==> config.mk <==
export PLATFORM = sky130hd
export DESIGN_NAME = chk_shadow_rf
export DESIGN_NICKNAME = d
export VERILOG_FILES = /design/src/rtl/chk_shadow_rf.sv
export SDC_FILE = /design/constraint.sdc
export NUM_CORES = 1
export LEC_CHECK = 0
export CORE_MARGIN = 4
export CORE_UTILIZATION = 65
export CTS_CLUSTER_SIZE = 24
export DETAILED_ROUTE_END_ITERATION = 6
export PLACE_DENSITY = 0.79
export RECOVER_POWER = 100
export SYNTH_ARGS = -nofsm -noshare
export SYNTH_HDL_FRONTEND = slang
export SYNTH_SLANG_ARGS = --single-unit
==> constraint.sdc <==
create_clock -name clk -period 12.3 [get_ports clk]
set_input_delay 2.46 -clock clk [delete_from_list [all_inputs] [get_ports clk]]
set_output_delay 2.46 -clock clk [all_outputs]
set_load 0.02 [all_outputs]
==> src/rtl/chk_shadow_rf.sv <==
// Shadow register file: one write port, one async read port, r0 reads as zero.
module chk_shadow_rf #(
  parameter int XLEN  = 32,
  parameter int RF_AW = 5
) (
  input  logic             clk,
  input  logic             resetn,
  input  logic             we,
  input  logic [RF_AW-1:0] waddr,
  input  logic [XLEN-1:0]  wdata,
  input  logic [RF_AW-1:0] raddr,
  output logic [XLEN-1:0]  rdata
);

  localparam int DEPTH = 2 ** RF_AW;

  logic [XLEN-1:0] mem [DEPTH];

  always_ff @(posedge clk) begin
    if (!resetn) begin
      // NOTE: this array is reset on purpose: a check of a register the core
      // never wrote must see 0, exactly as the real RF comes out of reset.
      for (int i = 0; i < DEPTH; i++) mem[i] <= '0;
    end else if (we && (waddr != '0)) begin
      mem[waddr] <= wdata;
    end
  end

  assign rdata = (raddr == '0) ? '0 : mem[raddr];

endmodule

==> metrics.md <==
| Metric | Value |
|---|---|
| Biggest area consumer among synthesized cells | edfxtp_1 |
| Final Cell Area | about 0.05 mm^2 |
| Post_cts resized | 0 |
| Endpoints failing hold | 0 |
| CTS max path bufs | 3 |
| Worst-path clk slew | 0.06 ns |
| Max reg flops | 1024 |
| Hold path endpoint | mem[31][14] |
| Synth Register Bits | 1024 |
| Async S/R FF share, synth | 0% |
| Failing checks | capacitance limit, slew limit |
| Setup ws final | 2.221 ns |
| Clock net sink count | slightly above 1000 |
| Inst Count DP | roughly 3800 |
| Total global routing overflow | 0 |
| Root Buffer | clkbuf_16 |
| Syn Inst Count | about 3000 |
| Worst slew pin tran | approximately 3.3 ns |
| Startpoint types | input pin |
| Maxcap violations | 74 |
| Initial DRT Pass Iterations | 6 |
| Setup tns final | 0 ns |
| Synth Area in Compound Gates | under 10% |
| Top-count cell post-synth | edfxtp_1 |
| Largest reg by FF count | mem |
| Antenna violations before repair | 10 |
| Leakage | 16.54 nW |
| Fin crit share | 81.95% |
| Yosys warnings | 0 |
| Routed length on met3 | ~14000 um |
| Global-route usage over all layers | 32.91% |
| Total number of vias | about 27000 |
| Area share of the largest cell type after synthesis | between 60% and 70% |
| Nets@finish | approximately 3000 |
| Hold_sp | wdata[14] |
| Placed wire-length estimate | ~68000 um |
| First-pass GRT wire length | roughly 180000 um |
| Area Growth Syn to Fin | 9.152% |
| Hold Crit Depth | 2 |
| PD cells | 151.8 mW/mm^2 |
| Wl on met1 | approximately 43000 um |
| Fraction of layout cells with a size suffix above 1 | 14.58% |
| Placed Area | about 0.048 mm^2 |
| Die W | between 200 and 300 um |
| Highest routed layer | met5 |
| I/O pins | between 70 and 80 |
| Post-synthesis adder-cell area fraction | 0% |
| Slew Viols, Final | around 2200 |
| Non-Filler Instances | approximately 3900 |
| Smallest hold slack | around 3.2 ns |
| CP max FO | between 80 and 90 |
| CTS Hold Bufs | 0 |
| Worst Hold Class | in -> reg |
| Min Clock Period, post-route | 10.08 ns |
| Crit path cell chain | clkbuf_2 > buf_4 > mux4_2 > mux2_2 > o21ai_1 > a311oi_1 > dlygate4sd3_1 |
| Standard-cell rows | between 90 and 100 |
| Dpl ws | around 3.7 ns |
| Slew HR | -122.8% |
| Routed len/inst | between 30 and 40 um |
| EDFF count, synth | approximately 1000 |
| Max frequency | between 0.09 and 0.1 GHz |
| Antenna viol nets, final | 0 |
| Crit Path Class | in -> out |
| Post-CTS Setup Repair Bufs | 0 |
| Synth Area in XOR/XNOR | 0% |
| Post-Syn Area | between 0.04 and 0.05 mm^2 |
| I/O Buffers | 76 |
| Main combinational cell family by area after synthesis | simple AND/OR/NAND/NOR gates |
| Sequential fraction of the synthesis area | between 60% and 70% |
| Average cell area after synthesis | 15.71 um^2 |
| CP endpoint kind | primary output |
| CP delay by family, top | buffers and inverters |
| Final GP Congestion | about 0.86 |
| RSZ-0062 raised after global routing | no |
| H-tree depth | 3 |
| Worst path required time | around 9.8 ns |
| Crit path largest cell delay | around 1.9 ns |
| Biggest regs | mem: 1024 flops |
| Fraction of the mapped netlist area in simple logic gates | about 15% |
| Yosys cell types | 37 |
| CTS tree | yes |
| VDD IR-drop max | approximately 0.00014 V |
| Area of the die | 0.07581 mm^2 |
| Num CTS Buffers | 101 |
| Filler cells | about 4300 |
| Vias per cell | 6.763 |
| Initial drt markers | between 3000 and 4000 |
| Synth top cells by count | edfxtp_1, and2_1, mux4_2, clkbuf_1, mux2i_1 |
| Routed wire length | between 100000 and 150000 um |
| Largest net degree at the start of global routing | ~140 |
| Status | finished with violations |
| Drt drc | 0 |
| Starting Density | between 60 and 70% |
| Chip height | 275.3 um |
| Post-synth top flop | edfxtp_1 |
| CORE AREA | approximately 0.070 mm^2 |
| Arrival time worst endpoint | approximately 7.6 ns |
| Mux cell area share after synthesis | between 10% and 20% |
| Synth top area cells | edfxtp_1, and2_1, mux4_2 |
| Routed wl met2 | 58790 um |
| Slowest CP cell | clkbuf_2 |
| Crit path buf inv count | 3 |
| Final setup fails | 0 |
| Vias in the first global route | approximately 28000 |
## worst max-delay path by stage
| stage | from | slack (ns) | to | depth (start not counted) |
|---|---|---|---|---|
| CTS | raddr[0] | 3.64 | rdata[8] | 8 |
| floorplan | raddr[0] | 5.81 | rdata[14] | 7 |
| finish | raddr[2] | 2.22 | rdata[8] | 7 |
| global route | raddr[2] | 2.02 | rdata[14] | 7 |
| detailed placement | raddr[0] | 3.69 | rdata[8] | 8 |
| global placement | raddr[0] | 3.67 | rdata[8] | 8 |
## final cells by class
| type | count | area (um^2) | share of cell area (%) |
|---|---|---|---|
| clock buffers | 123 | 2674 | 5.273 |
| clock inverters | 61 | 481.7 | 0.9500 |
| repair buffers | 131 | 1039 | 2.048 |
| well taps | 940 | 1176 | 2.320 |
| diodes | 2 | 5.005 | 0.009870 |
| inverters | 2 | 7.507 | 0.01481 |
| flip-flops and latches | 1024 | 30750 | 60.64 |
| multi-input cells | 1663 | 14570 | 28.74 |
## kinds of logic (layout without fill, tap and decap cells)
logic type / Yosys count / in the layout
other: 1 / 34
muxes: 320 / 320
and+or+nand+nor: 1097 / 1097
AOI/OAI and AO/OA: 214 / 214
DFF: 1024 / 1024
buffers and inverters: 301 / 317
## per-stage QoR
stage	power (mW)	util [%]
4_1_cts	7.701	72.80
2_1_floorplan	4.516	-
3_5_place_dp	4.770	68.32
6_report	7.696	72.03
5_1_grt	7.891	72.03
3_3_place_gp	4.744	68.32
## where the power goes
group	leakage, nW	switching (mW)	internal [mW]
combinational	5.25	0.390	0.225
sequential	9.75	0.0539	4.04
clock	1.55	1.30	1.69
total	16.5	1.75	5.95
## cell usage in the layout, fill, tap and decap left out, types with 2 or more instances in the layout
cell type,count
clkbuf_1,59
nand2_1,21
edfxtp_1,1024
clkinvlp_4,3
nor2_1,34
conb_1,32
bufinv_16,7
nor2_2,2
buf_4,15
diode_2,2
mux2i_1,64
clkinv_1,26
clkdlybuf4s50_1,43
clkbuf_16,104
o21ai_4,16
o21ai_1,44
or3_1,2
a211oi_1,32
dlygate4sd3_1,28
mux4_2,224
mux2_2,32
clkinv_2,20
nand4b_1,2
a22oi_1,32
and2_0,701
nand3b_1,3
a311oi_1,32
inv_6,3
o21ai_0,26
buf_12,2
nor2b_1,32
and2_1,292
a221oi_1,22
o2111ai_1,9
## layer usage
| metal | GRT usage [%] | vias up |
|---|---|---|
| li1 | - | 10850 |
| met1 | 43.98 | 13610 |
| met2 | 53.03 | 1829 |
| met3 | 7.719 | 387 |
| met4 | 13.89 | 8 |
| met5 | 0 | - |
Note: power is estimated with default switching activity, not from simulation.
